File: src/rtl/sec_to_hms_if.sv
// Request/result bundle for the seconds-of-day to hh:mm:ss converter.
// The master drives load/sec_in. The slave (the converter) returns the results and status.
interface sec_to_hms_if;
  logic        load;
  logic [16:0] sec_in;
  logic [5:0]  hh;
  logic [5:0]  mm;
  logic [5:0]  ss;
  logic [7:0]  hh_bcd;
  logic [7:0]  mm_bcd;
  logic [7:0]  ss_bcd;
  logic        busy;
  logic        done;
  logic        err;

  modport master (
    output load, sec_in,
    input  hh, mm, ss, hh_bcd, mm_bcd, ss_bcd, busy, done, err
  );

  modport slave (
    input  load, sec_in,
    output hh, mm, ss, hh_bcd, mm_bcd, ss_bcd, busy, done, err
  );
endinterface

File: src/rtl/sec_to_hms.sv
// Converts a seconds-of-day count into binary and BCD hh:mm:ss.
// It uses repeated subtraction, taking one cycle per hour and one cycle per minute.
module sec_to_hms #(
  parameter logic [16:0] MAX_SEC = 17'd86399
) (
  input  logic        clk,
  input  logic        reset,
  sec_to_hms_if.slave bus
);

  localparam logic [16:0] SEC_PER_HOUR = 17'd3600;
  localparam logic [16:0] SEC_PER_MIN  = 17'd60;

  typedef enum logic [1:0] {IDLE, HOURS, MINUTES, COMMIT} state_t;

  state_t      state;
  state_t      state_next;
  logic [16:0] rem;
  logic [5:0]  hour_cnt;
  logic [5:0]  min_cnt;
  logic [5:0]  hh_q;
  logic [5:0]  mm_q;
  logic [5:0]  ss_q;
  logic [7:0]  hh_bcd_q;
  logic [7:0]  mm_bcd_q;
  logic [7:0]  ss_bcd_q;
  logic        busy_q;
  logic        done_q;
  logic        err_q;

  // Values never exceed 59, so the tens digit fits in 4 bits.
  function automatic logic [7:0] to_bcd(input logic [5:0] v);
    logic [3:0] tens;
    logic [3:0] ones;
    tens = 4'(v / 6'd10);
    ones = 4'(v - 6'(tens) * 6'd10);
    return {tens, ones};
  endfunction

  // NOTE: state and datapath registers use non-blocking assignments only.
  // Each always_ff block therefore sees the values from the previous cycle, whatever the statement order.
  always_ff @(posedge clk or negedge reset) begin
    if (!reset) state <= IDLE;
    else        state <= state_next;
  end

  // NOTE: state_next gets a default before the case statement.
  // A path that does not assign it then cannot infer a latch.
  always_comb begin
    state_next = state;
    unique case (state)
      IDLE:    if (bus.load)             state_next = HOURS;
      HOURS:   if (rem < SEC_PER_HOUR)   state_next = MINUTES;
      MINUTES: if (rem < SEC_PER_MIN)    state_next = COMMIT;
      COMMIT:                            state_next = IDLE;
      default:                           state_next = IDLE;
    endcase
  end

  always_ff @(posedge clk or negedge reset) begin
    if (!reset) begin
      rem      <= '0;
      hour_cnt <= '0;
      min_cnt  <= '0;
      hh_q     <= '0;
      mm_q     <= '0;
      ss_q     <= '0;
      hh_bcd_q <= '0;
      mm_bcd_q <= '0;
      ss_bcd_q <= '0;
      busy_q   <= 1'b0;
      done_q   <= 1'b0;
      err_q    <= 1'b0;
    end else begin
      done_q <= 1'b0;
      unique case (state)
        IDLE: begin
          if (bus.load) begin
            // An out-of-range request is clamped to the last second of the day and flagged.
            if (bus.sec_in > MAX_SEC) begin
              rem   <= MAX_SEC;
              err_q <= 1'b1;
            end else begin
              rem   <= bus.sec_in;
              err_q <= 1'b0;
            end
            hour_cnt <= '0;
            min_cnt  <= '0;
            busy_q   <= 1'b1;
          end
        end
        HOURS: begin
          if (rem >= SEC_PER_HOUR) begin
            rem      <= rem - SEC_PER_HOUR;
            hour_cnt <= hour_cnt + 6'd1;
          end
        end
        MINUTES: begin
          if (rem >= SEC_PER_MIN) begin
            rem     <= rem - SEC_PER_MIN;
            min_cnt <= min_cnt + 6'd1;
          end
        end
        COMMIT: begin
          // At this point rem is below 60.
          hh_q     <= hour_cnt;
          mm_q     <= min_cnt;
          ss_q     <= rem[5:0];
          hh_bcd_q <= to_bcd(hour_cnt);
          mm_bcd_q <= to_bcd(min_cnt);
          ss_bcd_q <= to_bcd(rem[5:0]);
          done_q   <= 1'b1;
          busy_q   <= 1'b0;
        end
        default: ;
      endcase
    end
  end

  assign bus.hh     = hh_q;
  assign bus.mm     = mm_q;
  assign bus.ss     = ss_q;
  assign bus.hh_bcd = hh_bcd_q;
  assign bus.mm_bcd = mm_bcd_q;
  assign bus.ss_bcd = ss_bcd_q;
  assign bus.busy   = busy_q;
  assign bus.done   = done_q;
  assign bus.err    = err_q;

endmodule

File: src/flat_wrapper.sv
// flat-port wrapper written by rule: the top's interface ports become plain ports
module sec_to_hms_flat 
#(
  parameter logic [16:0] MAX_SEC = 17'd86399
)
  (clk, reset, bus_load, bus_sec_in, bus_hh, bus_mm, bus_ss, bus_hh_bcd, bus_mm_bcd, bus_ss_bcd, bus_busy, bus_done, bus_err);
  sec_to_hms_if bus_i ();
  input  logic clk;
  input  logic reset;
  input wire logic [$bits(bus_i.load)-1:0] bus_load;
  input wire logic [$bits(bus_i.sec_in)-1:0] bus_sec_in;
  output wire logic [$bits(bus_i.hh)-1:0] bus_hh;
  output wire logic [$bits(bus_i.mm)-1:0] bus_mm;
  output wire logic [$bits(bus_i.ss)-1:0] bus_ss;
  output wire logic [$bits(bus_i.hh_bcd)-1:0] bus_hh_bcd;
  output wire logic [$bits(bus_i.mm_bcd)-1:0] bus_mm_bcd;
  output wire logic [$bits(bus_i.ss_bcd)-1:0] bus_ss_bcd;
  output wire logic [$bits(bus_i.busy)-1:0] bus_busy;
  output wire logic [$bits(bus_i.done)-1:0] bus_done;
  output wire logic [$bits(bus_i.err)-1:0] bus_err;
  assign bus_i.load = bus_load;
  assign bus_i.sec_in = bus_sec_in;
  assign bus_hh = bus_i.hh;
  assign bus_mm = bus_i.mm;
  assign bus_ss = bus_i.ss;
  assign bus_hh_bcd = bus_i.hh_bcd;
  assign bus_mm_bcd = bus_i.mm_bcd;
  assign bus_ss_bcd = bus_i.ss_bcd;
  assign bus_busy = bus_i.busy;
  assign bus_done = bus_i.done;
  assign bus_err = bus_i.err;
  sec_to_hms #(.MAX_SEC(MAX_SEC)) u_core (.clk(clk), .reset(reset), .bus(bus_i));
endmodule
File: config.mk
export PLATFORM = sky130hd
export DESIGN_NAME = sec_to_hms_flat
export DESIGN_NICKNAME = d
export VERILOG_FILES = /design/src/rtl/sec_to_hms_if.sv /design/src/rtl/sec_to_hms.sv /design/src/flat_wrapper.sv
export SDC_FILE = /design/constraint.sdc
export NUM_CORES = 1
export LEC_CHECK = 0
export ABC_AREA = 1
export CORE_MARGIN = 2
export CORE_UTILIZATION = 45
export CTS_BUF_LIST = sky130_fd_sc_hd__clkbuf_16
export DETAILED_ROUTE_END_ITERATION = 8
export GPL_TIMING_DRIVEN = 1
export HOLD_SLACK_MARGIN = 0.05
export PLACE_DENSITY = 0.73
export SLEW_MARGIN = 20
export SYNTH_ARGS = -nofsm -noshare
export SYNTH_HDL_FRONTEND = slang
export SYNTH_SLANG_ARGS = --single-unit
File: constraint.sdc
create_clock -name clk -period 6.6 [get_ports clk]
set_clock_uncertainty 0.2 [all_clocks]
set_input_delay 0.99 -clock clk [delete_from_list [all_inputs] [get_ports clk]]
set_output_delay 0.99 -clock clk [all_outputs]
set_load 0.1 [all_outputs]
==> key figures <==
Timing
  – Tmin final: 3.78 ns
  – # setup viols final: 0
  – Final worst slack: 2.82 ns
  – Slew @ Worst Pin: 1.00 ns
  – Tcrit/Tclk final: 0.573
  – Fin. max-slew vios: 0
  – Slew HR: 0.331
  – Setup tns final: 0 ns
  – Unrepaired setup endpoints after global routing: no
  – Fin. Hold Viols: 0
  – Fmax: 264 MHz

Setup path
  – Arr. time, crit path: 3.80 ns
  – Critical Path RT: 6.62 ns
  – Critical Path Sink Type: register
  – Slowest CP cell: dfrtp_1
  – CP delay by family, top: adder cells
  – WS Path Type: register to register
  – CP Max Fanout: 7
  – Most frequent CP cell: nand2_1
  – Critical Path Source Type: register
  – Max incr delay on CP: 0.50 ns
  – Cell chain of the critical path: inv_1 > ha_1 > o21ai_0 > nand2_1 > nand2_1 > nand2_1 > nand2_1 > nand2_1 > nand2_1 > inv_1 > ha_1 > nand2_1 > nand2_1 > nand2_1 > ha_1 > inv_1 > fa_1 > inv_1 > nand2_1 > nand2_1 > o21ai_0 > nand2_1 > nand2_1
  – Worst path buffer plus inverter count: 4

Die
  – Core ar.: 10,300 µm²
  – Die Wd: 107 µm
  – Ports: 65
  – Std-Cell Rows: 37
  – Die Area: 11,400 µm²
  – Initial Util: 0.463
  – Vert. Die Dim: 107 µm

Clocking
  – Cells resized by post-CTS repair: 0
  – Worst skew pair latency: 0.33 ns
  – CTS Buffer Depth: 2
  – Number of post-CTS setup repair buffers: 0
  – Htree depth: 3
  – Sink Count: 70
  – CTS tree: built
  – CTS Buf Count: 9
  – Root Buffer: clkbuf_16
  – Cts hold-fix bufs: 0
  – Reg clk slew, reported paths: 0.06 ns

Logic synthesis
  – Synth Register Bits: 70
  – Synth cell types: 35
  – Mapped Cells: 679
  – Number of synthesis warnings: 0
  – Avg Synthesized Cell Area: 7.01 µm²
  – Post-synthesis cell area: 4760 µm²
  – Register area share after synthesis: 0.368

Finish
  – Reg area: 1750 µm²
  – Commonest non-fill, non-tap cell in the layout: nand2_1
  – Fin nets: 773
  – Filler Cells Inserted: 998
  – Most frequent cells in the layout: nand2_1, nand3_1, dfrtp_1
  – Area delta synth->final: 19.5%
  – Share of layout cells above drive strength 1: 0.0493
  – Footprint of the multi-input gates: 2590 µm²
  – N_diodes: 0

Run status
  – Outcome: finished, final reports clean

Route
  – Vias per cell: 5.17
  – DR DRC count: 0
  – Remaining antenna violation count: 0
  – DR pass1 iterations: 4
  – Total Routed Length: 11,200 µm
  – Vias: 4,480
  – Initial drt markers: 296
  – WL/cell: 12.9 µm

Run
  – Max-cap check violation count: 0

Global routing
  – Vias in the first global route: 4,200
  – First-pass GRT wire length: 18,900 µm
  – Pin count of the biggest net entering global routing: 71
  – Gr ovfl total: 0
  – Initial antenna violation count: 0
  – All-Layer GR Usage: 0.204

Place
  – GP Congestion: 0.950
  – Dpl ws: 2.89 ns
  – DPL Wire Length: 8120 µm
  – PortBufs: 61

Hold path
  – Worst Hold Class: register to register
[worst min-delay path, cell delays in order, from the launching register on]
cell	delay (ns)
dfrtp_1	0.34
nand2_1	0.05
nand2_1	0.05
[state kept, by name, summed over array words and instances, names as in the netlist, 6 cells and up]
signal             flops
u_core.bus.hh_bcd      7
u_core.min_cnt         6
u_core.hour_cnt        6
u_core.rem            17
u_core.bus.ss          6
u_core.bus.ss_bcd      6
u_core.bus.mm_bcd      7
[Yosys cell counts]
cell,instances,area (µm²)
nor2_8,1,20.0
a21oi_1,7,35.0
clkinv_1,1,3.75
o31ai_1,1,7.51
nand2_4,2,22.5
nand2_1,232,871
nand4_1,11,68.8
o21ai_1,1,5.00
buf_6,4,45.0
nand3_1,76,380
o22ai_1,1,6.26
conb_1,1,3.75
o21ai_0,63,315
or2_2,2,12.5
nor2_4,1,11.3
xnor2_1,2,17.5
nor2_1,48,180
nand2_2,2,12.5
nand3_2,3,30.0
xor2_1,11,96.3
buf_1,2,7.51
clkbuf_1,16,60.1
dfrtp_1,70,1750
a31oi_1,4,25.0
inv_4,1,6.26
ha_1,25,313
inv_2,2,7.51
buf_2,1,5.00
buf_4,6,45.0
o211ai_1,3,22.5
nor2_2,4,25.0
nor3_1,2,10.0
nand3b_1,4,30.0
fa_1,3,60.1
inv_1,66,248
[routing by layer]
layer  track usage  share of wire  up-vias
met5             0              0        -
met4        0.0761          0.020        0
met3        0.0340          0.054       20
met2         0.340           0.48      134
met1         0.268           0.45     2067
li1              -              -     2259
[final timing paths]
check,start,to,slack (ns),cells after the start
max,u_core.rem[2]$_DFFE_PN0P_,u_core.bus.ss_bcd[3]$_DFFE_PN0P_,2.82,23
min reg2reg,u_core.bus.hh_bcd[2]$_DFFE_PN0P_,u_core.bus.hh_bcd[2]$_DFFE_PN0P_,0.27,2
min,u_core.bus.hh_bcd[2]$_DFFE_PN0P_,u_core.bus.hh_bcd[2]$_DFFE_PN0P_,0.27,2
max in group asynchronous,reset,u_core.state[1]$_DFFE_PN0P_,4.98,2
max reg2reg,u_core.rem[2]$_DFFE_PN0P_,u_core.bus.ss_bcd[3]$_DFFE_PN0P_,2.82,23
min in group asynchronous,reset,u_core.bus.hh[2]$_DFFE_PN0P_,0.66,2
[final cells by class]
cell class / count / share of cell area
well taps: 136 / 0.0299
clock inverters: 7 / 0.0130
inverters: 70 / 0.0466
repair buffers: 62 / 0.108
clock buffers: 9 / 0.0396
multi-input cells: 512 / 0.455
flip-flops and latches: 70 / 0.308
[cell families (layout without fill, tap and decap cells)]
kind of cell             count (synthesis)  count (layout)  share of synthesized area
buffers and inverters                   99             148                     0.0899
AO/OA/AOI/OAI                           80              80                     0.0875
flip-flops                              70              70                      0.368
AND/OR/NAND/NOR                        388             388                      0.352
XOR/XNOR                                13              13                     0.0239
adder cells (fa/ha/maj)                 28              28                     0.0783
other                                    1               3                   0.000788
[per-stage QoR]
stage / std cells / hold slack [ns] / instance area (µm²) / util
final: 866 / 0.273 / 5690 / 0.553
after detailed placement: 850 / 0.265 / 5390 / 0.524
after CTS: 866 / 0.279 / 5690 / 0.553
after global routing: 866 / 0.297 / 5690 / 0.553
after global placement: 850 / 0.254 / 5390 / 0.524
after floorplan: 681 / 0.286 / 4770 / -
Power is left out: the tool's default activity adds up to more than one toggle a clock period on the data nets, which glitch-free logic cannot reach.
